===== config.mk =====
export PLATFORM = sky130hd
export DESIGN_NAME = key_control
export DESIGN_NICKNAME = d
export VERILOG_FILES = /design/src/rtl/key_control.sv
export SDC_FILE = /design/constraint.sdc
export NUM_CORES = 1
export LEC_CHECK = 0
export CAP_MARGIN = 15
export CORE_MARGIN = 4
export CORE_UTILIZATION = 35
export CTS_CLUSTER_DIAMETER = 120
export CTS_CLUSTER_SIZE = 20
export DETAILED_ROUTE_END_ITERATION = 8
export SETUP_SLACK_MARGIN = 0.05
export SLEW_MARGIN = 20
export SYNTH_ARGS = -nofsm -noshare
export SYNTH_HDL_FRONTEND = slang
export SYNTH_SLANG_ARGS = --single-unit

===== constraint.sdc =====
create_clock -name clk -period 2.7 [get_ports clk]
set_input_delay 0.54 -clock clk [delete_from_list [all_inputs] [get_ports clk]]
set_output_delay 0.54 -clock clk [all_outputs]
set_load 0.01 [all_outputs]

===== src/rtl/key_control.sv =====
// rtl/key_control.sv - synchronised, debounced key conditioner with run/stop control
// Each channel: 2-flop sync, stable-count debounce, press/release pulses; run flips or clears on presses.
module key_control #(
  parameter int                N_KEYS          = 4,
  parameter int                ACTIVE_LOW      = 1,
  parameter int                DEBOUNCE_CYCLES = 50000,
  parameter int                DEBOUNCE_W      = 16,
  parameter logic [N_KEYS-1:0] TOGGLE_MASK     = 4'b0011,
  parameter logic [N_KEYS-1:0] CLEAR_MASK      = 4'b0100
) (
  input  logic              clk,
  input  logic              rst,
  input  logic [N_KEYS-1:0] key_async,
  output logic [N_KEYS-1:0] key_level,
  output logic [N_KEYS-1:0] key_press,
  output logic [N_KEYS-1:0] key_release,
  output logic              run,
  output logic              run_changed
);

  // Channel state is not stored separately: it is {level, count running}.
  typedef enum logic [1:0] {
    ST_RELEASED     = 2'b00,
    ST_PRESS_PEND   = 2'b01,
    ST_PRESSED      = 2'b10,
    ST_RELEASE_PEND = 2'b11
  } chan_state_t;

  localparam logic [DEBOUNCE_W-1:0] TERM = DEBOUNCE_W'(DEBOUNCE_CYCLES - 1);
  localparam logic [DEBOUNCE_W-1:0] ONE  = DEBOUNCE_W'(1);

  logic [N_KEYS-1:0]     w_sample;
  logic [N_KEYS-1:0]     r_sync1;
  logic [N_KEYS-1:0]     r_sync2;
  logic [N_KEYS-1:0]     r_level;
  logic [N_KEYS-1:0]     r_press;
  logic [N_KEYS-1:0]     r_release;
  logic [DEBOUNCE_W-1:0] r_cnt [N_KEYS];
  logic                  r_run;
  logic                  r_run_changed;

  logic [N_KEYS-1:0]     w_level_next;
  logic [N_KEYS-1:0]     w_press_next;
  logic [N_KEYS-1:0]     w_release_next;
  logic [DEBOUNCE_W-1:0] w_cnt_next [N_KEYS];
  chan_state_t           w_state [N_KEYS];
  logic                  w_clr;
  logic                  w_tog;
  logic                  w_run_next;

  assign w_sample = (ACTIVE_LOW != 0) ? ~key_async : key_async;

  always_comb begin
    w_level_next   = r_level;
    w_press_next   = '0;
    w_release_next = '0;
    for (int i = 0; i < N_KEYS; i++) begin
      w_cnt_next[i] = r_cnt[i];
      w_state[i]    = chan_state_t'({r_level[i], r_cnt[i] != '0});
      case (w_state[i])
        ST_RELEASED, ST_PRESS_PEND: begin
          if (!r_sync2[i]) begin
            w_cnt_next[i] = '0;
          end else if (r_cnt[i] == TERM) begin
            w_level_next[i] = 1'b1;
            w_cnt_next[i]   = '0;
            w_press_next[i] = 1'b1;
          end else begin
            w_cnt_next[i] = r_cnt[i] + ONE;
          end
        end
        default: begin
          if (r_sync2[i]) begin
            w_cnt_next[i] = '0;
          end else if (r_cnt[i] == TERM) begin
            w_level_next[i]   = 1'b0;
            w_cnt_next[i]     = '0;
            w_release_next[i] = 1'b1;
          end else begin
            w_cnt_next[i] = r_cnt[i] + ONE;
          end
        end
      endcase
    end
  end

  // A key present in both masks only clears; any number of toggles flips once.
  always_comb begin
    w_clr      = |(w_press_next & CLEAR_MASK);
    w_tog      = |(w_press_next & TOGGLE_MASK & ~CLEAR_MASK);
    w_run_next = r_run;
    if (w_clr) begin
      w_run_next = 1'b0;
    end else if (w_tog) begin
      w_run_next = ~r_run;
    end
  end

  always_ff @(posedge clk) begin
    if (rst) begin
      r_sync1       <= '0;
      r_sync2       <= '0;
      r_level       <= '0;
      r_press       <= '0;
      r_release     <= '0;
      r_run         <= 1'b0;
      r_run_changed <= 1'b0;
      for (int i = 0; i < N_KEYS; i++) begin
        r_cnt[i] <= '0;
      end
    end else begin
      r_sync1       <= w_sample;
      r_sync2       <= r_sync1;
      r_level       <= w_level_next;
      r_press       <= w_press_next;
      r_release     <= w_release_next;
      r_run         <= w_run_next;
      r_run_changed <= (w_run_next != r_run);
      for (int i = 0; i < N_KEYS; i++) begin
        r_cnt[i] <= w_cnt_next[i];
      end
    end
  end

  assign key_level   = r_level;
  assign key_press   = r_press;
  assign key_release = r_release;
  assign run         = r_run;
  assign run_changed = r_run_changed;

endmodule


==> summary.txt, run 1 <==
Hold Path Stages - 1
Synth Warn # - 0
Iteration-0 DRC count of the detailed router - 110
Clock skew - 0.0103 ns
Placed instance area - 3990 µm²
Synth area leaders - dfxtp_1 (47%), xnor2_1 (8.4%), nor2_1 (7.5%)
Crit. End Element - flip-flop
Longest Clk Path Bufs - 2
Routability cong. - 0.767
Post-Syn Area per Cell - 9.04 µm²
Routed met1 length - 3410 µm
CP Launch Type - flip-flop
Drt pass-1 iters - 4
Peak VDD IR - 0.184 mV
WS Path Type - flip-flop to flip-flop
Largest net degree at the start of global routing - 16
Post-synth top cells - dfxtp_1 (86), nor2_1 (73), xnor2_1 (35)
Inst Count DP - 550
Max_cap viols - 0
Num ports - 20
CP max FO - 15
Ant diodes - 0
DRC viols - 0
Initial antenna violation count - 0
First-pass GRT wire length - 11300 µm
Core area - 9950 µm²
Met3 WL - 229 µm
Yosys reg bits - 86
Synthesized Nets - 417
Setup TNS - 0 ns
Nets - 442
Hold WS - 0.441 ns
Die Area - 12100 µm²
Clock root cell - clkbuf_8
Worst-path clk slew - 0.08 ns
Post-CTS Setup Inserts - 0
Half-perimeter wire length after placement - 4640 µm
Final ANT Viol Nets - 0
Tmin final - 2.07 ns
Reg2Reg Depth - 5
Cell row count - 36
Port Buffers - 19
RSZ-0062 raised after global routing - no
Final Cycle Share - 76.8%
Vias in the first global route - 2494
Met2 Routed Length - 2900 µm
Leak - 1.31 nW
Status - finished, final reports clean
Number of synthesized flops with an enable pin - 0
Die Ht - 110 µm
Count leader, synth - dfxtp_1
Total congestion overflow - 0
Rel. slew slack - 67.0%
Layout cell share with drive strength beyond 1 - 8.56%
Mapped cell area - 3640 µm²
Vias/cell - 4.81
CTS Hold Bufs - 0
Final Hold Vio Count - 0
Dpl ws - 0.597 ns
Slew Limit Fails - 0
Post-CTS Resized - 0
Layout area overhead - 14.9%
Num CTS Buffers - 9
Pwr dens - 528 nW/µm²
Setup violations, final - 0
Worst endpoint required time - 2.93 ns
Yosys cell types - 41
Worst-Margin Slew - 0.495 ns
Uppermost layer routed - met4
CTS tree - done
Final critical-path setup slack - 0.627 ns
# clock sinks - 86
DRT Wirelength - 6640 µm
Dominant synthesized flop cell - dfxtp_1
Post-synth top area share - 47.3%
Layout fillers - 968
Clk Latency, worst-skew pair - 0.35 ns
Async S/R FF share, synth - 0%
Total number of vias - 2715
Horiz. Die Dim - 110 µm
H-tree depth - 3
Register area share after synthesis - 47.3%
Area occupied by multi-input gates - 1840 µm²
Final instance area - 4190 µm²
Syn Inst Count - 403
Total Routing Usage GR - 11.9%
Crit path DAT - 2.30 ns
Initial Utilization - 36.6%
Hold Crit Class - flip-flop to flip-flop
Synth area leader - dfxtp_1
Fin cells - 565
Sequential cell area - 1720 µm²
WL per Instance - 11.8 µm
Fmax - 482 MHz
through the flow:
stage | utilization (%) | power (W)
floorplan | - | 0.00133
global placement | 40.1 | 0.00134
detailed placement | 40.1 | 0.00134
CTS | 42.0 | 0.00224
global route | 42.0 | 0.00230
finish | 42.0 | 0.00221
layout by cell type, fill, tap and decap left out, types with 2 or more instances in the layout:
cell type        Yosys  routed
ha_1                 8       8
mux2i_1              4       4
or2b_2               3       3
nand3_1             21      21
xor2_1              16      16
o21ai_0              6       6
clkinv_4             0       2
inv_1               12      12
nor4b_1              2       2
nor2b_1              4       4
or4_1                2       2
and3_2               3       3
nand2_1             17      17
or4bb_1              2       2
o31ai_1              2       2
xnor2_1             35      35
nand2b_1             5       5
and2_1               4       4
clkbuf_8             0      10
buf_4                1       3
or3_1                3       3
a21oi_1             10      10
and4_1               2       2
dfxtp_1             86      86
clkdlybuf4s50_1      0      19
or2_2                6       6
nor4bb_1             2       2
nor3_1              18      18
nand4_1             20      20
nor2_1              73      73
and4bb_2             2       2
and3_1              10      10
nor4_1               9       9
critical path, stage by stage (launching register included):
cell and delay (ns):
dfxtp_1 0.39, ha_1 0.24, nand3_1 0.24, or4_4 0.59, nand2_1 0.40, nor2_1 0.10
cell families after synthesis:
kind of cell               after synthesis  share of synthesized area [%]
and+or+nand+nor                        213                           31.1
DFF                                     86                           47.3
xor gates and xnor gates                51                           12.3
AOI/OAI and AO/OA                       21                           3.33
buffers and inverters                   20                           2.20
adders and majority gates                8                           2.75
muxes                                    4                           1.10
metal layers:
layer  vias to the layer above  GRT usage [%]
li1                       1434              -
met1                      1239           15.4
met2                        34           18.2
met3                         8           3.15
met4                         0           5.88
met5                         -              0
registers in the layout, indices dropped and copies added, names as in the netlist:
| register | flops |
|---|---|
| key_press | 4 |
| key_level | 4 |
| r_sync2 | 4 |
| run | 1 |
| run_changed | 1 |
| r_sync1 | 4 |
| r_cnt | 64 |
| key_release | 4 |
final timing paths:
kind / end / startpoint / slack (ns)
max: r_cnt[1][5] / r_cnt[1][0] / 0.63
min: r_sync2[2] / r_sync1[2] / 0.44
max reg2reg: r_cnt[1][5] / r_cnt[1][0] / 0.63
min reg2reg: r_sync2[2] / r_sync1[2] / 0.44
report_power, final:
group	internal, W	switching [W]
clock	0.000449	0.000447
combinational	0.0000154	0.0000187
sequential	0.00127	0.00000427
total	0.00174	0.000470
final cells by class:
class                           instances  area share (%)
Tap cell                              133            3.98
Inverter                               12            1.08
Clock inverter                          5            1.43
Sequential cell                        86            41.1
Timing Repair Buffer                   22            5.08
Clock buffer                           10            3.29
Multi-Input combinational cell        297            44.0
Power figures use the tool's default switching activity.
==> inputs of run 2 (changes only) <==
Clock period 2.7 ns to 1.7 ns, I/O delays scaled along.
==> summary.txt, run 2 (synthesized netlist as in run 1, its figures left out) <==
Failing checks - setup timing
Core area - 9950 µm² (unchanged)
Iteration-0 DRC count of the detailed router - 130 (+18%)
Crit path DAT - 2.19 ns (-0.11 ns)
Peak VDD IR - 0.450 mV (+140%)
Worst-path clk slew - 0.09 ns (about the same)
Sequential cell area - 1730 µm² (+0.22%)
Area occupied by multi-input gates - 1890 µm² (+2.4%)
Num CTS Buffers - 9 (unchanged)
Final ANT Viol Nets - 0 (unchanged)
CTS tree - done
Total number of vias - 2870 (+5.7%)
Final Hold Vio Count - 0 (unchanged)
Layout cell share with drive strength beyond 1 - 18.8% (+10 points)
Horiz. Die Dim - 110 µm (unchanged)
Slowest CP cell - or4_4
DRT Wirelength - 7060 µm (+6.2%)
Die Ht - 110 µm (unchanged)
CP max FO - 5 (-10)
WL per Instance - 11.5 µm (-1.8%)
Worst-Margin Slew - 0.419 ns (-0.0751 ns)
CTS Hold Bufs - 0 (unchanged)
Worst endpoint required time - 1.97 ns (-0.96 ns)
Num ports - 20 (unchanged)
Rel. slew slack - 71.7% (+4.7 points)
DRC viols - 0 (unchanged)
H-tree depth - 3 (unchanged)
Power Total - 0.00365 W (+65%)
Layout fillers - 958 (-1.0%)
Pwr dens - 789 nW/µm² (+50%)
# clock sinks - 86 (unchanged)
Most frequent cells in the layout - dfxtp_1 (83), nor2_1 (73), buf_4 (45), xnor2_1 (35), nand3_1 (21)
Max FFs per register - 64 (unchanged)
Die Area - 12100 µm² (unchanged)
Clock skew - 0.00987 ns (-0.000421 ns)
Seq pwr share - 55.6% (-2.3 points)
Switching Fraction - 19.8% (-1.4 points)
Clk Latency, worst-skew pair - 0.35 ns (about the same)
CP max stage delay - 0.58 ns (about the same)
Max_cap viols - 0 (unchanged)
Initial Utilization - 36.6% (unchanged)
Util after Layout - 46.5% (+4.4 points)
Setup violations, final - 21 (+21)
Cell row count - 36 (unchanged)
Nets - 487 (+10%)
Tmin final - 1.91 ns (-0.159 ns)
Clock power share - 42.5% (+1.9 points)
WS Path Type - flip-flop to flip-flop
Port Buffers - 19 (unchanged)
Final critical-path setup slack - -0.214 ns (-0.841 ns)
Biggest register - r_cnt
Dpl ws - -0.208 ns (-0.805 ns)
Fraction of power consumed by combinational cells - 2.0% (+0.5 points)
Vias in the first global route - 2848 (+14%)
CP Launch Type - flip-flop
Crit-path cells - or4bb_1 > or4_4 > o22a_1 > a211oi_2
Longest Clk Path Bufs - 2 (unchanged)
P_int - 0.00293 W (+68%)
Largest net degree at the start of global routing - 16 (unchanged)
Drt pass-1 iters - 4 (unchanged)
Total Routing Usage GR - 13.0% (+1.1 points)
First-pass GRT wire length - 12500 µm (+11%)
Clock root cell - clkbuf_8
Fmax - 522 MHz (+8.3%)
Crit. End Element - flip-flop
Half-perimeter wire length after placement - 5150 µm (+11%)
Net switching power - 0.000725 W (+54%)
Slew Limit Fails - 0 (unchanged)
Hold WS - 0.441 ns (+0.000758 ns)
Total congestion overflow - 0 (unchanged)
Final Cycle Share - 113% (+36 points)
Leak - 1.65 nW (+26%)
Hold Crit Class - flip-flop to flip-flop
Leading cell type in the layout, fill and taps excluded - dfxtp_1
Ant diodes - 0 (unchanged)
Layout area overhead - 27.0%
RSZ-0062 raised after global routing - yes
Initial antenna violation count - 0 (unchanged)
Vias/cell - 4.70 (-2.2%)
Routability cong. - 0.799 (+4.2%)
Status - complete, but fails checks
## run 2: changes by cell type in the layout (fill, tap and decap cells not counted), sizes merged, moves of 2 or more
cell	change
buf	+45
dlymetal6s2s	+4
clkbuf	+2
clkdlybuf4s50	-5
## run 2: power groups by stage
stage,Combinational (W),Sequential (W),Clock (W)
after floorplan,0.0000327,0.00208,0
after CTS,0.0000738,0.00203,0.00160
after detailed placement,0.0000733,0.00208,0
after global placement,0.0000726,0.00208,0
after global routing,0.0000814,0.00203,0.00169
final,0.0000717,0.00203,0.00155
## run 2: worst max-delay path, delay by kind of cell (launching register included)
family | cells | cell delay [ns]
DFF | 1 | 0.32
AOI/OAI and AO/OA | 2 | 0.42
and+or+nand+nor | 2 | 1.09
## run 2: area by class of cell
class | instances | share of cell area, %
Multi-Input combinational cell | 297 | 40.8
Sequential cell | 86 | 37.3
Timing Repair Buffer | 67 | 12.7
Tap cell | 133 | 3.60
Clock buffer | 12 | 3.14
Clock inverter | 4 | 1.51
Inverter | 12 | 0.973
## run 2: path summary, 6_finish.rpt
check | from | end | slack [ns] | cells after the start
setup / recovery | r_cnt[1][13] | run_changed | -0.21 | 4
setup reg to reg | r_cnt[1][13] | run_changed | -0.21 | 4
hold reg to reg | r_sync1[3] | r_sync2[3] | 0.44 | 1
hold / removal | r_sync1[3] | r_sync2[3] | 0.44 | 1
## run 2: what timing repair did
item,CTS,global route
buffers inserted,0,2
endpoints found under the setup margin,41,50
resized for setup,4,11
cloned,0,0
pin swaps,1,2
## run 2: routing by layer
layer,global-route usage [%],routed length (µm),share of wire (%),up-vias
li1,-,-,-,1517
met1,16.7,3560,50,1316
met2,20.8,3150,45,28
met3,2.74,212,3.0,9
met4,6.06,130,1.8,0
met5,0,0,0,-
## run 2: metrics by stage
step / cells / TNS [ns] / cell area [µm²]
after floorplan: 403 / -1.87 / 3660
after detailed placement: 593 / -2.98 / 4350
after global placement: 593 / -2.57 / 4350
after global routing: 611 / -4.26 / 4630
final: 611 / -2.90 / 4630
after CTS: 609 / -3.09 / 4570
==> inputs of run 3 (changes only) <==
Settings changed: CORE_MARGIN 4 to unset.
==> summary.txt, run 3 (synthesized netlist as in run 1, its figures left out) <==
Status - complete, but fails checks
Failing checks - setup timing
Final critical-path setup slack - -0.199 ns (+0.0150 ns)
Clock skew - 0.0133 ns (+0.00341 ns)
Layout cell share with drive strength beyond 1 - 19.5% (+0.62 points)
CP max FO - 5 (unchanged)
Worst reg2reg startpoint - r_cnt[1][13]
Crit path DAT - 2.17 ns (-0.02 ns)
Iteration-0 DRC count of the detailed router - 47 (-64%)
Power Total - 0.00379 W (+3.8%)
H-tree depth - 3 (unchanged)
Seq pwr share - 53.6% (-2.0 points)
Total number of vias - 2947 (+2.7%)
Fmax - 526 MHz (+0.79%)
Util after Layout - 46.6% (+0.15 points)
Worst R2R Setup Slack - -0.20 ns (about the same)
Port Buffers - 19 (unchanged)
First-pass GRT wire length - 12700 µm (+1.5%)
Reg2Reg Depth - 4 (unchanged)
Crit. End Element - flip-flop
Routability cong. - 0.803 (+0.60%)
Initial antenna violation count - 0 (unchanged)
Peak VDD IR - 0.400 mV (-11%)
Pwr dens - 820 nW/µm² (+4.0%)
Leading cell type in the layout, fill and taps excluded - dfxtp_1
Worst-Margin Slew - 0.424 ns (+0.00430 ns)
Final ANT Viol Nets - 0 (unchanged)
Worst endpoint required time - 1.97 ns (about the same)
Initial Utilization - 36.8% (+0.17 points)
Max FFs per register - 64 (unchanged)
Total Routing Usage GR - 14.2% (+1.3 points)
FF-to-FF End - run_changed
Max_cap viols - 0 (unchanged)
CTS Hold Bufs - 0 (unchanged)
Tmin final - 1.90 ns (-0.0150 ns)
Cell row count - 36 (unchanged)
Core area - 9910 µm² (-0.45%)
Worst-path clk slew - 0.09 ns (about the same)
Rel. slew slack - 71.7% (about the same)
Slew Limit Fails - 0 (unchanged)
CP Launch Type - flip-flop
Half-perimeter wire length after placement - 5100 µm (-0.95%)
RSZ-0062 raised after global routing - yes
Largest net degree at the start of global routing - 16 (unchanged)
Num CTS Buffers - 9 (unchanged)
Layout area overhead - 26.8%
Vias/cell - 4.86 (+3.5%)
Clock root cell - clkbuf_8
Hold Path Stages - 1 (unchanged)
Nets - 483 (-0.82%)
Clk Latency, worst-skew pair - 0.35 ns (about the same)
Leak - 1.59 nW (-3.7%)
DRT Wirelength - 7230 µm (+2.5%)
Die Ht - 104 µm (-5.5%)
Clock power share - 44.6% (+2.1 points)
Drt pass-1 iters - 4 (unchanged)
Total congestion overflow - 0 (unchanged)
# clock sinks - 86 (unchanged)
Fraction of power consumed by combinational cells - 1.9% (about the same)
Final Hold Vio Count - 0 (unchanged)
DRC viols - 0 (unchanged)
Most frequent cells in the layout - dfxtp_1 (83), nor2_1 (73), buf_4 (43), xnor2_1 (35), nand3_1 (21)
Hold Crit Class - flip-flop to flip-flop
Ant diodes - 0 (unchanged)
CTS tree - done
Hold Path End - r_sync2[3]
Switching Fraction - 20.1% (+0.24 points)
Die Area - 10800 µm² (-11%)
Layout fillers - 955 (-0.31%)
Net switching power - 0.000761 W (+5.1%)
Vias in the first global route - 2844 (-0.14%)
WS Path Type - flip-flop to flip-flop
Biggest register - r_cnt
Horiz. Die Dim - 104 µm (-5.5%)
Longest Clk Path Bufs - 2 (unchanged)
Final Cycle Share - 112% (-0.88 points)
Setup violations, final - 21 (unchanged)
Min-delay src - r_sync1[3]
Num ports - 20 (unchanged)
P_int - 0.00303 W (+3.5%)
WL per Instance - 11.9 µm (+3.3%)
run 3: cell types whose count changed in the layout (fill, tap and decap cells not counted), sizes merged:
cell,before,now
buf,48,44
clkbuf,12,9
dlymetal6s2s,4,2
bufinv,2,3
clkdlybuf4s50,14,15
clkinvlp,0,1
dlygate4sd2,1,2
run 3: area by class of cell:
class                           instances  area (µm²)  area share (%)
Multi-Input combinational cell        297        1910            41.4
Sequential cell                        86        1730            37.3
Timing Repair Buffer                   63         536            11.6
Tap cell                              133         166            3.60
Clock buffer                            9         124            2.68
Clock inverter                          6         111            2.41
Inverter                               12        45.0           0.975
run 3: critical path, cell delays in order (launching register included):
cell	delay (ns)
dfxtp_1	0.32
or4bb_1	0.51
or4_4	0.55
o22a_1	0.25
a211oi_2	0.18
run 3: what timing repair did:
action | in CTS | in global routing
endpoints found under the setup margin | 27 | 52
gates resized for setup | 5 | 15
setup buffers | 1 | 1
pin swaps | 3 | 5
run 3: worst max path at each step:
stage / depth (start not counted) / from / end / slack (ns)
4_1_cts: 4 / r_cnt[1][7] / run_changed / -0.22
3_3_place_gp: 4 / r_cnt[1][15] / run_changed / -0.18
3_5_place_dp: 4 / r_cnt[1][15] / run / -0.22
5_1_grt: 4 / r_cnt[1][13] / run / -0.24
2_1_floorplan: 5 / r_cnt[1][7] / r_cnt[1][14] / -0.14
6_report: 4 / r_cnt[1][13] / run_changed / -0.20
run 3: stage by stage:
step	hold WS [ns]	TNS [ns]	instance area [µm²]	std cells	setup WS, ns
after CTS	0.446	-3.54	4560	605	-0.216
final	0.444	-3.46	4620	606	-0.199
after global placement	0.418	-2.50	4300	589	-0.179
after global routing	0.460	-4.51	4620	606	-0.244
after floorplan	0.407	-1.87	3660	403	-0.140
after detailed placement	0.427	-3.13	4300	589	-0.222
run 3: power by group through the flow:
stage | combinational, W | clock (W) | sequential (W)
2_1_floorplan | 0.0000327 | 0 | 0.00208
5_1_grt | 0.0000796 | 0.00182 | 0.00203
4_1_cts | 0.0000726 | 0.00173 | 0.00203
3_3_place_gp | 0.0000703 | 0 | 0.00208
6_report | 0.0000713 | 0.00169 | 0.00203
3_5_place_dp | 0.0000714 | 0 | 0.00208
run 3: per-layer routing:
| layer | global-route usage [%] | vias to the layer above | wire length [µm] |
|---|---|---|---|
| met5 | 0 | - | 0 |
| met4 | 5.10 | 0 | 126 |
| met3 | 3.57 | 14 | 173 |
| met2 | 22.6 | 42 | 3320 |
| met1 | 18.7 | 1380 | 3610 |
| li1 | - | 1511 | - |
